<file path="config.mk">
export PLATFORM = sky130hd
export DESIGN_NAME = uart_transmitter
export DESIGN_NICKNAME = d
export VERILOG_FILES = /design/src/rtl/uart_transmitter.sv
export SDC_FILE = /design/constraint.sdc
export NUM_CORES = 1
export LEC_CHECK = 0
export BUFFER_PORTS_ARGS = -buffer_cell sky130_fd_sc_hd__buf_2
export CORE_ASPECT_RATIO = 1.75
export CORE_UTILIZATION = 61
export DETAILED_ROUTE_END_ITERATION = 6
export PLACE_DENSITY = 0.8
export SLEW_MARGIN = 20
export SYNTH_ARGS = -nofsm -noshare
export SYNTH_HDL_FRONTEND = slang
export SYNTH_SLANG_ARGS = --single-unit
</file>
<file path="constraint.sdc">
create_clock -name clk -period 3.2 [get_ports clk]
set_input_delay 0.64 -clock clk [delete_from_list [all_inputs] [get_ports clk]]
set_output_delay 0.64 -clock clk [all_outputs]
set_load 0.005 [all_outputs]
</file>
<file path="src/rtl/uart_transmitter.sv">
// 8N1 UART transmitter with a small byte FIFO in front of the serializer.
// The line is driven straight from a flop, and a pop on the stop-bit end edge chains frames without an idle gap.
module uart_transmitter #(
  parameter int unsigned CLOCK_FREQ = 50_000_000,
  parameter int unsigned BAUD_RATE  = 115_200,
  parameter int unsigned FIFO_DEPTH = 4
) (
  input  logic                         clk,
  input  logic                         rst_n,
  input  logic [7:0]                   data_in,
  input  logic                         data_in_valid,
  output logic                         data_in_ready,
  output logic                         serial_out,
  output logic                         busy,
  output logic [$clog2(FIFO_DEPTH):0]  fifo_count
);

  localparam int unsigned SYMBOL_EDGE_TIME = CLOCK_FREQ / BAUD_RATE;
  localparam int unsigned PTR_W            = $clog2(FIFO_DEPTH);
  localparam int unsigned CNT_W            = PTR_W + 1;
  localparam int unsigned BAUD_W           = (SYMBOL_EDGE_TIME > 1) ? $clog2(SYMBOL_EDGE_TIME) : 1;
  localparam logic [BAUD_W-1:0] BAUD_LAST  = BAUD_W'(SYMBOL_EDGE_TIME - 1);

  typedef enum logic [1:0] {IDLE, START, DATA, STOP} state_t;

  state_t             r_state;
  logic [BAUD_W-1:0]  r_baud_cnt;
  logic [2:0]         r_bit_cnt;
  logic [7:0]         r_shift;
  logic               r_serial;

  logic [7:0]         r_mem [FIFO_DEPTH];
  logic [PTR_W-1:0]   r_wr_ptr;
  logic [PTR_W-1:0]   r_rd_ptr;
  logic [CNT_W-1:0]   r_count;

  logic               w_push;
  logic               w_pop;
  logic               w_not_empty;
  logic               w_baud_done;

  assign w_not_empty   = (r_count != '0);
  assign w_baud_done   = (r_baud_cnt == BAUD_LAST);
  assign data_in_ready = (r_count != CNT_W'(FIFO_DEPTH));
  assign w_push        = data_in_valid && data_in_ready;
  // Pop when idle, or on the last cycle of a stop bit so the next start bit follows immediately.
  assign w_pop         = w_not_empty && ((r_state == IDLE) || ((r_state == STOP) && w_baud_done));

  assign serial_out    = r_serial;
  assign busy          = (r_state != IDLE) || w_not_empty;
  assign fifo_count    = r_count;

  // Byte storage carries no reset; validity is tracked by the pointers and count.
  always_ff @(posedge clk) begin
    if (w_push) begin
      r_mem[r_wr_ptr] <= data_in;
    end
  end

  always_ff @(posedge clk or negedge rst_n) begin
    if (!rst_n) begin
      r_wr_ptr <= '0;
      r_rd_ptr <= '0;
      r_count  <= '0;
    end else begin
      if (w_push) begin
        r_wr_ptr <= r_wr_ptr + PTR_W'(1);
      end
      if (w_pop) begin
        r_rd_ptr <= r_rd_ptr + PTR_W'(1);
      end
      r_count <= r_count + CNT_W'(w_push) - CNT_W'(w_pop);
    end
  end

  // Serializer FSM; r_serial always holds the level of the bit currently on the line.
  always_ff @(posedge clk or negedge rst_n) begin
    if (!rst_n) begin
      r_state    <= IDLE;
      r_baud_cnt <= '0;
      r_bit_cnt  <= '0;
      r_shift    <= '0;
      r_serial   <= 1'b1;
    end else begin
      case (r_state)
        IDLE: begin
          r_serial <= 1'b1;
          if (w_pop) begin
            r_shift    <= r_mem[r_rd_ptr];
            r_serial   <= 1'b0;
            r_baud_cnt <= '0;
            r_state    <= START;
          end
        end
        START: begin
          if (w_baud_done) begin
            r_baud_cnt <= '0;
            r_bit_cnt  <= '0;
            r_serial   <= r_shift[0];
            r_state    <= DATA;
          end else begin
            r_baud_cnt <= r_baud_cnt + BAUD_W'(1);
          end
        end
        DATA: begin
          if (w_baud_done) begin
            r_baud_cnt <= '0;
            if (r_bit_cnt == 3'd7) begin
              r_serial <= 1'b1;
              r_state  <= STOP;
            end else begin
              r_bit_cnt <= r_bit_cnt + 3'd1;
              r_shift   <= {1'b0, r_shift[7:1]};
              r_serial  <= r_shift[1];
            end
          end else begin
            r_baud_cnt <= r_baud_cnt + BAUD_W'(1);
          end
        end
        STOP: begin
          if (w_baud_done) begin
            r_baud_cnt <= '0;
            if (w_pop) begin
              r_shift  <= r_mem[r_rd_ptr];
              r_serial <= 1'b0;
              r_state  <= START;
            end else begin
              r_state <= IDLE;
            end
          end else begin
            r_baud_cnt <= r_baud_cnt + BAUD_W'(1);
          end
        end
        default: begin
          r_serial <= 1'b1;
          r_state  <= IDLE;
        end
      endcase
    end
  end

endmodule

</file>
Yosys cells after proc, flatten, opt, wreduce, memory -nomap -nowiden
Memory sizes are Yosys's and may differ from the RTL's. Cells that the tools add are included.

Bits in writable memories: 32. Memories: 1. Output and inout port bits: 6. Logic and storage cells: 71. Register bits: 30. Bits in read-only memories: 0. Latch bits: 0.

Memories: r_mem (words 4, bits a word 8, rd ports 1, clocked after memory_dff 0, wr ports 1, line 32) `logic [7:0] r_mem [FIFO_DEPTH];`.

Multiply operators: 0. Equality and inequality tests: 13. Add/subtract/negate cells: 6. Shifts and indexed selects: 0. Div/mod/pow operators: 0. Bitwise operators: 0. $lt $le $gt $ge: 0. Reductions and logical operators: 15. Mux-type cells: 28.

Operators with widths (number): two-way mux 8 bit (4); case mux 8 bit (3 select lines) (1); two-way mux 9 bit (2); case mux 9 bit (2 select lines) (1); != test 2 bit, second input constant (7); AND reduction 4 bit (3); two-way mux 2 bit (5); adder 9 x 1 -> 9 bit, second input constant (1); == test 9 bit, second input constant (1); two-way mux 1 bit (9); two-way mux 3 bit (3); case mux 2 bit (4 select lines) (1); case mux 3 bit (2 select lines) (1); nonzero test 3 bit (2); AND reduction 5 bit (1); adder 2 x 1 -> 2 bit, second input constant (2); == test 2 bit, second input constant (2); case mux 1 bit (4 select lines) (1); nonzero test 2 bit (2); adder 3 x 1 -> 3 bit (1); adder 3 x 1 -> 3 bit, second input constant (1); == test 3 bit, second input constant (1); logical AND 1 bit (3); != test 3 bit, second input constant (1); other kinds (5) (6).

Logic depth before layout (Yosys ltp)
Gate-level depths: netlist of run 1.

Depth in word-level cells: 7. Gate-level depth with buffers: 14.

Least setup slack after synthesis of run 1
Ideal clock, no wire load.

Path kind: register to register. Start point: register r_state[0]. End point: register r_count[2], in the netlist fifo_count[2]. Data arrival time: 2.456 ns. Setup slack: 0.613 ns. Buffers on the path: 2. Library setup time: 0.131 ns. Cell stages (with the launch flop): 15. Path through: dfrtp_1 inv_1 ha_1 clkbuf_8 o31ai_2 o31a_1 buf_6 inv_1 ha_1 inv_1 ha_1 inv_1 fa_1 xnor2_1 xnor2_1.

Cells in the longest elaborated chain, start to end: 5.

RTL lines: start, declared (line 26) `state_t r_state;`; start signal, assigned (line 79) `r_state <= IDLE;`; start signal, assigned (line 92) `r_state <= START;`; start signal, assigned (line 100) `r_state <= DATA;`; == test 2 bit (line 47) `assign w_pop = w_not_empty && ((r_state == IDLE) || ((r_state == STOP) && w_baud_done));`; logical AND 1 bit (line 47); logical OR 1 bit * (line 47); logical AND 1 bit * (line 47); via w_pop (line 38) `logic w_pop;`; subtractor 3 x 1 -> 3 bit * (line 72) `r_count <= r_count + CNT_W'(w_push) - CNT_W'(w_pop);`; end signal, assigned (line 72); end, declared (line 35) `logic [CNT_W-1:0] r_count;`.

The timed path passes the listed nets; every way through them passes the cells marked *. A chain may end at the register's enable or synchronous reset.

Worst setup path in the final report of run 1
Start point: register r_state[0]. End point: output busy.

Cells in the longest elaborated chain, start to end: 2.

RTL lines: nonzero test 2 bit (line 50) `assign busy = (r_state != IDLE) || w_not_empty;`; logical OR 1 bit (line 50); end, declared (line 14) `output logic busy,`.

No other way between the ends.

==> metrics.md, run 1 <==
| Metric | Value |
|---|---|
| Final nets | `around 280` |
| Worst EP arrival | `2.00 ns` |
| Sequential fraction of the synthesis area | `0.534` |
| Critical path origin | `r_state[0]$_DFFE_PN0P_` |
| Max-slew violation count | `0` |
| Mapped Avg Cell Area | `between 10 and 15 µm²` |
| Period utilization | `0.826` |
| Count of final hold-check violations | `0` |
| CP Class | `reg -> out` |
| Final setup skew | `0.00967 ns` |
| Ant diodes | `0` |
| Pwr Total | `3260 µW` |
| DRT Wirelength | `5760 µm` |
| CORE AREA | `5020 µm²` |
| CTS buffer count | `9` |
| Critical path, cell by cell | `inv_1 > ha_1 > and2_1 > inv_1 > buf_2` |
| Cell mode on critical path | `inv_1` |
| Die height | `roughly 100 µm` |
| Synth cell types | `51` |
| Post-Syn Area | `between 3000 and 4000 µm²` |
| Register area | `around 1700 µm²` |
| Layout area overhead | `6.47%` |
| Post-route setup slack | `~0.56 ns` |
| Crit-path max FO | `10` |
| # resized after CTS | `0` |
| Status | `completed` |
| H-tree depth | `3` |
| FMAX | `0.378 GHz` |
| Overflow after GRT | `0` |
| Top_reg_cell synth | `edfxtp_1` |
| CP Launch Type | `flop` |
| Multi-input gate area | `1280 µm²` |
| Post-CTS setup buffer count | `0` |
| Critical Path End Type | `primary output` |
| Yosys warning count | `0` |
| Final Critical Period | `2.64 ns` |
| Switching share of total power | `0.381` |
| FP Rows | `34` |
| Vias per cell | `between 6 and 7` |
| CTS tree | `done` |
| Peak VDD IR | `between 0.5 and 0.6 mV` |
| First-pass GRT wire length | `9370 µm` |
| Seq pwr share | `0.392` |
| Vias in the first global route | `2004` |
| Total GRT Usage | `0.232` |
| Initial Util | `0.639` |
| Worst-Margin Slew | `0.723 ns` |
| Max-cap violations | `0` |
| RSZ-0062 raised after global routing | `no` |
| Die ar. | `approximately 5600 µm²` |
| Vias | `2020` |
| Crit path largest cell delay | `between 0.4 and 0.5 ns` |
| Mapped Cells | `239` |
| Worst-skew pair later-pin latency | `about 0.34 ns` |
| Hpwl dp | `4060 µm` |
| Worst r2r src | `r_state[0]$_DFFE_PN0P_` |
| R2R Path End | `fifo_count[2]$_DFF_PN0_` |
| Hold Buf Count CTS | `0` |
| Setup TNS Final | `0 ns` |
| FILL cells | `~350` |
| Pre-antenna DRT Iters | `5` |
| Number of synthesized flops with an enable pin | `32` |
| # clock sinks | `62` |
| Final core utilization | `0.681` |
| Internal power | `~2000 µW` |
| Leak Pwr | `0.00141 µW` |
| Dpl ws | `0.596 ns` |
| Width of the die | `56.8 µm` |
| Clock-pin slew on the worst setup and hold paths | `approximately 0.070 ns` |
| Pwr Density | `953 nW/µm²` |
| Clock buffer depth | `2` |
| Largest net degree at the start of global routing | `31` |
| Gpl congestion | `approximately 0.90` |
| # IOs | `17` |
| R2R depth | `12` |
| Antenna violations before repair | `0` |
| Layout cells sized above 1 | `0.208` |
| Syn_nets | `between 200 and 300` |
| Root Driver | `clkbuf_8` |
| DRC viols | `0` |
| #FFs+latches synth | `62` |
| Port Buf Inserts | `16` |
| Psw | `1240 µW` |
| R2r setup slk | `approximately 0.56 ns` |
| Slew margin rel. | `0.514` |
| Combinational share of power | `0.407` |
| Clock network power share | `0.201` |
| Setup violators final | `0` |
| Slowest CP cell | `dfrtp_1` |
| Hold/Removal Path Class | `in -> async` |
| Initial DRC Count | `approximately 110` |
| WL/cell | `around 18 µm` |
| Asr flop ratio synth | `0.484` |
| Worst Path Required | `around 2.6 ns` |
| Routed Antenna Nets | `0` |
## worst max-delay path by stage
stage                                    endpoint  slack [ns]  cells past startpoint
after floorplan           fifo_count[2]$_DFF_PN0_        0.61                     14
after global placement    fifo_count[2]$_DFF_PN0_        0.71                     12
after detailed placement  fifo_count[2]$_DFF_PN0_        0.60                     12
after CTS                                    busy        0.56                      5
after global routing      fifo_count[2]$_DFF_PN0_        0.35                     12
final                                        busy        0.56                      5
## placed cells by master (no fill, tap or decap), drive strengths merged, types with 7 or more instances in the layout
cell type  count
edfxtp        32
a21oi         14
nand2         12
inv           21
and3           7
o21ai         12
buf           17
clkbuf         9
mux4           8
dfrtp         29
ha            14
## cell usage after synthesis (6+ instances only)
cell / instances / share of area
nand2_1: 12 / 0.014
nor3_1: 6 / 0.0094
and3_1: 6 / 0.012
dfrtp_1: 29 / 0.23
ha_1: 14 / 0.055
edfxtp_1: 32 / 0.30
a21oi_1: 12 / 0.019
inv_1: 21 / 0.025
nand3_1: 6 / 0.0094
o21ai_0: 12 / 0.019
a221oi_1: 6 / 0.016
o311ai_0: 6 / 0.016
clkbuf_8: 6 / 0.026
## stage by stage
step / hold WS, ns / instances / instance area (µm²)
detailed placement: 0.526 / 298 / 3230
CTS: 0.358 / 314 / 3420
global placement: 0.516 / 298 / 3230
floorplan: 0.344 / 239 / 3210
global route: 0.385 / 314 / 3420
finish: 0.346 / 314 / 3420
## power by group through the flow
stage / Sequential [µW] / Clock [µW] / Combinational (µW)
5_1_grt: 1310 / 702 / 1450
6_report: 1270 / 656 / 1320
3_5_place_dp: 1290 / 0 / 1310
2_1_floorplan: 1210 / 0 / 1180
3_3_place_gp: 1280 / 0 / 1290
4_1_cts: 1280 / 670 / 1320
## registers in the layout, indices dropped and copies added (netlist names)
signal and count:
r_mem 32, r_bit_cnt 3, r_wr_ptr 2, r_rd_ptr 2, r_baud_cnt 9, r_shift 8
fifo_count 3, serial_out 1, r_state 2
## routing by layer
metal / track usage / vias up / wire, µm
met2: 0.406 / 62 / 3130
met4: 0.129 / 0 / 153
met3: 0.0728 / 14 / 209
met1: 0.239 / 993 / 2270
li1: - / 951 / -
met5: 0 / - / 0
## kinds of logic after synthesis
kind of cell	count (synthesis)	share of synthesized area
fa+ha+maj	15	0.0608
simple gates	45	0.0858
flops	62	0.534
compound gates	66	0.162
buf+inv	33	0.0671
mux	11	0.0713
xor+xnor	7	0.0191
## critical path, delay by kind of cell (launching register included)
kind | cells | cell delay, ns
adder cells (fa/ha/maj) | 1 | 0.38
buffers and inverters | 3 | 0.46
AND/OR/NAND/NOR | 1 | 0.40
flip-flops | 1 | 0.41
## layout make-up
type | count | area share
repair buffers | 17 | 0.0256
flip-flops and latches | 62 | 0.501
well taps | 54 | 0.0198
clock inverters | 7 | 0.0190
clock buffers | 9 | 0.0363
inverters | 21 | 0.0231
multi-input cells | 144 | 0.375
Note: power is estimated with default switching activity, not from simulation.
==> run 2, diff against run 1 <==
--- a/config.mk
+++ b/config.mk
@@ -5,11 +5,12 @@
 export SDC_FILE = /design/constraint.sdc
 export NUM_CORES = 1
 export LEC_CHECK = 0
+export ABC_AREA = 1
 export BUFFER_PORTS_ARGS = -buffer_cell sky130_fd_sc_hd__buf_2
 export CORE_ASPECT_RATIO = 1.75
-export CORE_UTILIZATION = 61
+export CORE_UTILIZATION = 60
 export DETAILED_ROUTE_END_ITERATION = 6
-export PLACE_DENSITY = 0.8
+export PLACE_DENSITY = 0.79
 export SLEW_MARGIN = 20
 export SYNTH_ARGS = -nofsm -noshare
 export SYNTH_HDL_FRONTEND = slang
==> constraint.sdc (replaced) <==
create_clock -name clk -period 2.59 [get_ports clk]
set_input_delay 0.518 -clock clk [delete_from_list [all_inputs] [get_ports clk]]
set_output_delay 0.518 -clock clk [all_outputs]
set_load 0.005 [all_outputs]
==> metrics.md, run 2 <==
| Metric | Value |
|---|---|
| Status | `completed (unchanged)` |
| Clock buffer depth | `2 (unchanged)` |
| Critical Path End Type | `flop (was primary output)` |
| Synth cell types | `30 (was 51)` |
| Most frequent cells in the layout | `nand2_1 (96), nand3_1 (41), edfxtp_1 (32) (was edfxtp_1 (32), dfrtp_1 (29), inv_1 (21))` |
| Slew margin rel. | `0.553 (was 0.514)` |
| Worst-Margin Slew | `0.671 ns (was 0.723 ns)` |
| H-tree depth | `3 (unchanged)` |
| DRT Wirelength | `5390 µm (was 5760 µm)` |
| Initial DRC Count | `44 (was 105)` |
| Max-cap violations | `0 (unchanged)` |
| Overflow after GRT | `0 (unchanged)` |
| Worst EP arrival | `2.63 ns (was 2.00 ns)` |
| Total GRT Usage | `0.244 (was 0.232)` |
| Switching share of total power | `0.269 (was 0.381)` |
| Count of final hold-check violations | `0 (unchanged)` |
| Yosys warning count | `0 (unchanged)` |
| Synth top cells by count | `nand2_1 (96), nand3_1 (41), edfxtp_1 (32), dfrtp_1 (29), inv_1 (20) (was edfxtp_1 (32), dfrtp_1 (29), inv_1 (21), ha_1 (14))` |
| Vias per cell | `5.42 (was 6.43)` |
| Top-area cell type share of the netlist area | `0.324 (was 0.299)` |
| RSZ-0062 raised after global routing | `no (unchanged)` |
| Final Instance Area | `3320 µm² (was 3420 µm²)` |
| Final Critical Period | `around 2.4 ns` |
| Synth area leaders | `edfxtp_1 (32%), dfrtp_1 (24%), nand2_1 (12%) (was edfxtp_1 (30%), dfrtp_1 (23%), ha_1 (5.5%))` |
| Port Buf Inserts | `16 (unchanged)` |
| # clock sinks | `62 (unchanged)` |
| Post-Syn Area | `2970 µm² (was 3210 µm²)` |
| Layout area overhead | `12.0% (was 6.47%)` |
| FMAX | `around 0.42 GHz` |
| Pwr Density | `731 nW/µm² (was 953 nW/µm²)` |
| Largest net degree at the start of global routing | `31 (unchanged)` |
| Final setup skew | `0.00853 ns (was 0.00967 ns)` |
| WL/cell | `13.9 µm (was 18.4 µm)` |
| CTS buffer count | `9 (unchanged)` |
| Internal power | `1780 µW (was 2020 µW)` |
| Width of the die | `55.2 µm (was 56.8 µm)` |
| Hpwl dp | `3810 µm (was 4060 µm)` |
| Cell Area, Placed | `3130 µm² (was 3230 µm²)` |
| R2R depth | `12 (unchanged)` |
| Hold Buf Count CTS | `0 (unchanged)` |
| Initial Util | `0.631 (was 0.639)` |
| Period utilization | `0.924` |
| CTS tree | `done (unchanged)` |
| Cell with the most instances after synthesis | `nand2_1 (was edfxtp_1)` |
| Crit-path max FO | `6 (was 10)` |
| Layout cells sized above 1 | `0.161 (was 0.208)` |
| Pre-antenna DRT Iters | `4 (was 5)` |
| Mapped Cells | `302 (was 239)` |
| Psw | `653 µW (was 1240 µW)` |
| CP Class | `reg -> reg (was reg -> out)` |
| Worst r2r src | `r_state[1]$_DFFE_PN0P_ (was r_state[0]$_DFFE_PN0P_)` |
| Seq pwr share | `0.518 (was 0.392)` |
| FILL cells | `375 (was 347)` |
| Peak VDD IR | `0.773 mV (was 0.578 mV)` |
| Die ar. | `5240 µm² (was 5570 µm²)` |
| Sequential fraction of the synthesis area | `0.577 (was 0.534)` |
| # resized after CTS | `0 (unchanged)` |
| Leading area contributor after synthesis | `edfxtp_1 (unchanged)` |
| Routed Antenna Nets | `0 (unchanged)` |
| Commonest non-fill, non-tap cell in the layout | `nand2_1 (was edfxtp_1)` |
| Number of synthesized flops with an enable pin | `32 (unchanged)` |
| Clock network power share | `0.333 (was 0.201)` |
| Vias in the first global route | `2031 (was 2004)` |
| Clock-pin slew on the worst setup and hold paths | `0.07 ns (about the same)` |
| DRC viols | `0 (unchanged)` |
| Die height | `95.0 µm (was 98.0 µm)` |
| R2R Path End | `fifo_count[1]$_DFF_PN0_ (was fifo_count[2]$_DFF_PN0_)` |
| #FFs+latches synth | `62 (unchanged)` |
| Antenna violations before repair | `0 (unchanged)` |
| Leak Pwr | `0.00155 µW (was 0.00141 µW)` |
| FP Rows | `33 (was 34)` |
| Post-CTS setup buffer count | `0 (unchanged)` |
| Root Driver | `clkbuf_8 (unchanged)` |
| Setup TNS Final | `0 ns (unchanged)` |
| Vias | `2097 (was 2020)` |
| Asr flop ratio synth | `0.484 (unchanged)` |
| Final nets | `356 (was 281)` |
| R2r setup slk | `0.20 ns (was 0.56 ns)` |
| Ant diodes | `0 (unchanged)` |
| Top_reg_cell synth | `edfxtp_1 (unchanged)` |
| Worst-skew pair later-pin latency | `0.34 ns (about the same)` |
| Largest regs | `r_mem: 32 flops, r_baud_cnt: 9 flops, r_shift: 8 flops (unchanged)` |
| Max-slew violation count | `0 (unchanged)` |
| First-pass GRT wire length | `8570 µm (was 9370 µm)` |
| # IOs | `17 (unchanged)` |
| Top reg by flops | `r_mem (unchanged)` |
| CP Launch Type | `flop (unchanged)` |
| Syn_nets | `328 (was 265)` |
| Max FFs per register | `32 (unchanged)` |
| Gpl congestion | `0.759 (was 0.898)` |
| Combinational share of power | `0.149 (was 0.407)` |
| Hold/Removal Path Class | `in -> async (unchanged)` |
| CORE AREA | `4710 µm² (was 5020 µm²)` |
| Worst Path Required | `2.83 ns (was 2.56 ns)` |
| Setup violators final | `0 (unchanged)` |
| Mapped Avg Cell Area | `9.83 µm² (was 13.4 µm²)` |
run 2: worst max-delay path: stages (launching register included):
cell     delay [ns]
dfrtp_1        0.40
inv_1          0.11
ha_1           0.28
nor2_1         0.08
nor2_1         0.22
nand2_4        0.13
inv_2          0.08
ha_1           0.22
inv_1          0.06
ha_1           0.13
inv_1          0.05
fa_1           0.49
inv_1          0.05
run 2: metal layers:
layer  share of wire  routed length [µm]  track usage
met5               0                   0            0
met4           0.027                 144        0.144
met3           0.031                 167       0.0781
met2            0.56                3020        0.427
met1            0.38                2050        0.234
run 2: cell type report:
class / count / area [µm²] / share of cell area
inverters: 26 / 97.6 / 0.0294
multi-input cells: 209 / 1130 / 0.341
flip-flops and latches: 62 / 1710 / 0.515
repair buffers: 22 / 125 / 0.0377
clock buffers: 9 / 124 / 0.0373
clock inverters: 7 / 65.1 / 0.0196
well taps: 52 / 65.1 / 0.0196
run 2: cell families after synthesis:
| group | share of synthesized area |
|---|---|
| and+or+nand+nor | 0.247 |
| adders and majority gates | 0.0658 |
| xor gates and xnor gates | 0.0207 |
| AOI/OAI and AO/OA | 0.0485 |
| buffers and inverters | 0.0409 |
| DFF | 0.577 |
run 2: worst max path at each step:
stage	to	cells past startpoint	slack, ns	startpoint
after floorplan	fifo_count[2]$_DFF_PN0_	12	0.40	r_state[1]$_DFFE_PN0P_
after global placement	fifo_count[2]$_DFF_PN0_	12	0.32	r_state[1]$_DFFE_PN0P_
after detailed placement	fifo_count[2]$_DFF_PN0_	12	0.21	r_state[1]$_DFFE_PN0P_
after CTS	fifo_count[1]$_DFF_PN0_	12	0.18	r_state[1]$_DFFE_PN0P_
after global routing	fifo_count[1]$_DFF_PN0_	12	0.04	r_state[0]$_DFFE_PN0P_
final	fifo_count[1]$_DFF_PN0_	12	0.20	r_state[1]$_DFFE_PN0P_
run 2: through the flow:
step | power, µW | worst slack, ns | hold slack [ns] | util | std cells
floorplan | 1490 | 0.404 | 0.222 | - | 302
global placement | 1620 | 0.315 | 0.447 | 0.666 | 371
detailed placement | 1650 | 0.208 | 0.449 | 0.666 | 371
CTS | 2470 | 0.175 | 0.214 | 0.706 | 387
global route | 2550 | 0.0388 | 0.256 | 0.706 | 387
finish | 2430 | 0.197 | 0.206 | 0.706 | 387
run 2: power by group through the flow:
stage	Combinational, µW	Sequential (µW)	Clock, µW
after floorplan	221	1270	0
after global placement	349	1270	0
after detailed placement	369	1280	0
after CTS	374	1260	830
after global routing	410	1270	864
final	362	1260	810
==> run 3, diff against run 2 <==
--- a/config.mk
+++ b/config.mk
@@ -5,12 +5,11 @@
 export SDC_FILE = /design/constraint.sdc
 export NUM_CORES = 1
 export LEC_CHECK = 0
-export ABC_AREA = 1
 export BUFFER_PORTS_ARGS = -buffer_cell sky130_fd_sc_hd__buf_2
 export CORE_ASPECT_RATIO = 1.75
-export CORE_UTILIZATION = 60
+export CORE_UTILIZATION = 61
 export DETAILED_ROUTE_END_ITERATION = 6
-export PLACE_DENSITY = 0.79
+export PLACE_DENSITY = 0.8
 export SLEW_MARGIN = 20
 export SYNTH_ARGS = -nofsm -noshare
 export SYNTH_HDL_FRONTEND = slang
==> metrics.md, run 3 (synthesized netlist as in run 1, its figures left out) <==
| Metric | Value |
|---|---|
| CP Launch Type | `flop (unchanged)` |
| Clock buffer depth | `2 (unchanged)` |
| Met2 wire len | `3450 µm (was 3020 µm)` |
| Slowest CP cell | `dfrtp_1 (was fa_1)` |
| Clock network power share | `0.220 (was 0.333)` |
| Slew margin rel. | `0.536 (was 0.553)` |
| Worst-skew pair later-pin latency | `0.36 ns (was 0.34 ns)` |
| Crit path largest cell delay | `0.47 ns (was 0.49 ns)` |
| Vias per cell | `6.38 (was 5.42)` |
| First-pass GRT wire length | `10200 µm (was 8570 µm)` |
| # IOs | `17 (unchanged)` |
| Critical Path End Type | `flop (unchanged)` |
| Max FFs per register | `32 (unchanged)` |
| Width of the die | `56.8 µm (was 55.2 µm)` |
| Status | `completed (unchanged)` |
| # resized after CTS | `0 (unchanged)` |
| Cell Area, Placed | `3310 µm² (was 3130 µm²)` |
| Gpl congestion | `0.907 (was 0.759)` |
| CTS buffer count | `9 (unchanged)` |
| Switching share of total power | `0.376 (was 0.269)` |
| Die ar. | `5570 µm² (was 5240 µm²)` |
| Most frequent cells in the layout | `edfxtp_1 (32), dfrtp_1 (29), inv_1 (21) (was nand2_1 (96), nand3_1 (41), edfxtp_1 (32))` |
| Vias | `2073 (was 2097)` |
| CTS tree | `done (unchanged)` |
| RSZ-0062 raised after global routing | `no (unchanged)` |
| Worst Path Required | `2.87 ns (was 2.83 ns)` |
| Final Critical Period | `2.45 ns (was 2.39 ns)` |
| Critical path, cell by cell | `o31ai_2 > o31a_1 > inv_1 > ha_1 > inv_1 > ha_1 > inv_1 > fa_1 > xnor2_1 > xnor2_1 (was inv_1 > ha_1 > nor2_1 > nor2_1 > nand2_4 > inv_2 > ha_1 > inv_1 > ha_1 > inv_1 > fa_1 > inv_1)` |
| Setup TNS Final | `0 ns (unchanged)` |
| Max layer used | `met4 (unchanged)` |
| Dpl ws | `0.132 ns (was 0.208 ns)` |
| DRC viols | `0 (unchanged)` |
| Period utilization | `0.946 (was 0.924)` |
| Worst EP arrival | `2.73 ns (was 2.63 ns)` |
| Clock-pin slew on the worst setup and hold paths | `0.07 ns (about the same)` |
| Largest net degree at the start of global routing | `31 (unchanged)` |
| Max-cap violations | `0 (unchanged)` |
| H-tree depth | `3 (unchanged)` |
| Root Driver | `clkbuf_8 (unchanged)` |
| Pre-antenna DRT Iters | `4 (unchanged)` |
| Peak VDD IR | `0.871 mV (was 0.773 mV)` |
| Final Instance Area | `3530 µm² (was 3320 µm²)` |
| Top reg by flops | `r_mem (unchanged)` |
| DRT Wirelength | `6190 µm (was 5390 µm)` |
| Overflow after GRT | `0 (unchanged)` |
| Crit-path max FO | `7 (was 6)` |
| Max-slew violation count | `0 (unchanged)` |
| Largest regs | `r_mem: 32 flops, r_baud_cnt: 9 flops, r_shift: 8 flops (unchanged)` |
| FMAX | `0.408 GHz (was 0.418 GHz)` |
| Count of final hold-check violations | `0 (unchanged)` |
| Ant diodes | `0 (unchanged)` |
| Initial Util | `0.639 (was 0.631)` |
| Top delay family on crit path | `adder cells (unchanged)` |
| Setup violators final | `0 (unchanged)` |
| Seq pwr share | `0.362 (was 0.518)` |
| Total GRT Usage | `0.252 (was 0.244)` |
| Antenna violations before repair | `0 (unchanged)` |
| Final setup skew | `0.00934 ns (was 0.00853 ns)` |
| Cell mode on critical path | `inv_1 (unchanged)` |
| Vias in the first global route | `2131 (was 2031)` |
| Hpwl dp | `4320 µm (was 3810 µm)` |
| Routed Antenna Nets | `0 (unchanged)` |
| Sum of buffers and inverters on the critical path | `3 (was 5)` |
| Die height | `98.0 µm (was 95.0 µm)` |
| Pwr Density | `1220 nW/µm² (was 731 nW/µm²)` |
| Layout area overhead | `10.1% (was 12.0%)` |
| Layout cells sized above 1 | `0.247 (was 0.161)` |
| Hold Buf Count CTS | `0 (unchanged)` |
| Routed met1 length | `2290 µm (was 2050 µm)` |
| Hold/Removal Path Class | `in -> async (unchanged)` |
| Commonest non-fill, non-tap cell in the layout | `edfxtp_1 (was nand2_1)` |
| Psw | `1610 µW (was 653 µW)` |
| Post-route setup slack | `0.141 ns (was 0.197 ns)` |
| Metal3 WL | `251 µm (was 167 µm)` |
| Combinational share of power | `0.418 (was 0.149)` |
| CP Class | `reg -> reg (unchanged)` |
| WL/cell | `19.1 µm (was 13.9 µm)` |
| Port Buf Inserts | `16 (unchanged)` |
| CORE AREA | `5020 µm² (was 4710 µm²)` |
| FP Rows | `34 (was 33)` |
| Post-CTS setup buffer count | `0 (unchanged)` |
| Initial DRC Count | `113 (was 44)` |
| Leak Pwr | `0.00148 µW (was 0.00155 µW)` |
| # clock sinks | `62 (unchanged)` |
| Internal power | `2680 µW (was 1780 µW)` |
| Final nets | `292 (was 356)` |
| Worst-Margin Slew | `0.696 ns (was 0.671 ns)` |
| Dpl cells | `309 (was 371)` |
| Non-Filler Instances | `325 (was 387)` |
-- run 3: changes by cell type in the layout (fill, tap and decap cells not counted), moves of 9 or more --
cell and delta:
nand2_1 -84, nand3_1 -35, nor2_1 -11, o21ai_0 +11
o21ai_1 -9
-- run 3: layout make-up --
class                      count  area (µm²)
inverter                      21        78.8
timing repair buffer          28         170
sequential                    62        1710
multi-input combinational    144        1280
clock buffer                   9         124
tap                           54        67.6
clock inverter                 7        97.6
fill                         375        1490
-- run 3: worst paths after layout --
path,from,endpoint,slack (ns),cells after the start
setup / recovery,fifo_count[2]$_DFF_PN0_,fifo_count[2]$_DFF_PN0_,0.14,10
hold reg to reg,r_bit_cnt[2]$_DFFE_PN0P_,r_bit_cnt[2]$_DFFE_PN0P_,0.55,1
min in group clk,data_in[2],r_mem[1][2]$_DFFE_PP_,0.37,1
hold / removal,rst_n,r_baud_cnt[4]$_DFFE_PN0P_,0.19,1
setup reg to reg,fifo_count[2]$_DFF_PN0_,fifo_count[2]$_DFF_PN0_,0.14,10
max in group asynchronous,rst_n,r_rd_ptr[0]$_DFFE_PN0P_,1.93,1
-- run 3: routing by layer --
layer  vias to the layer above  global-route usage
met5                         -                   0
met4                         0               0.141
met3                        18              0.0728
met2                        53               0.437
met1                      1029               0.269
li1                        973                   -
-- run 3: power groups by stage --
stage / combinational [µW] / sequential [µW] / clock, µW
finish: 1800 / 1560 / 948
global route: 1970 / 1590 / 997
CTS: 1800 / 1560 / 955
detailed placement: 1760 / 1570 / 0
global placement: 1710 / 1560 / 0
floorplan: 1460 / 1490 / 0
-- run 3: stage by stage --
step	total power [µW]	util	hold slack [ns]
6_report	4300	0.704	0.195
3_5_place_dp	3330	0.660	0.530
4_1_cts	4310	0.704	0.221
3_3_place_gp	3270	0.660	0.514
5_1_grt	4560	0.704	0.248
2_1_floorplan	2950	-	0.222
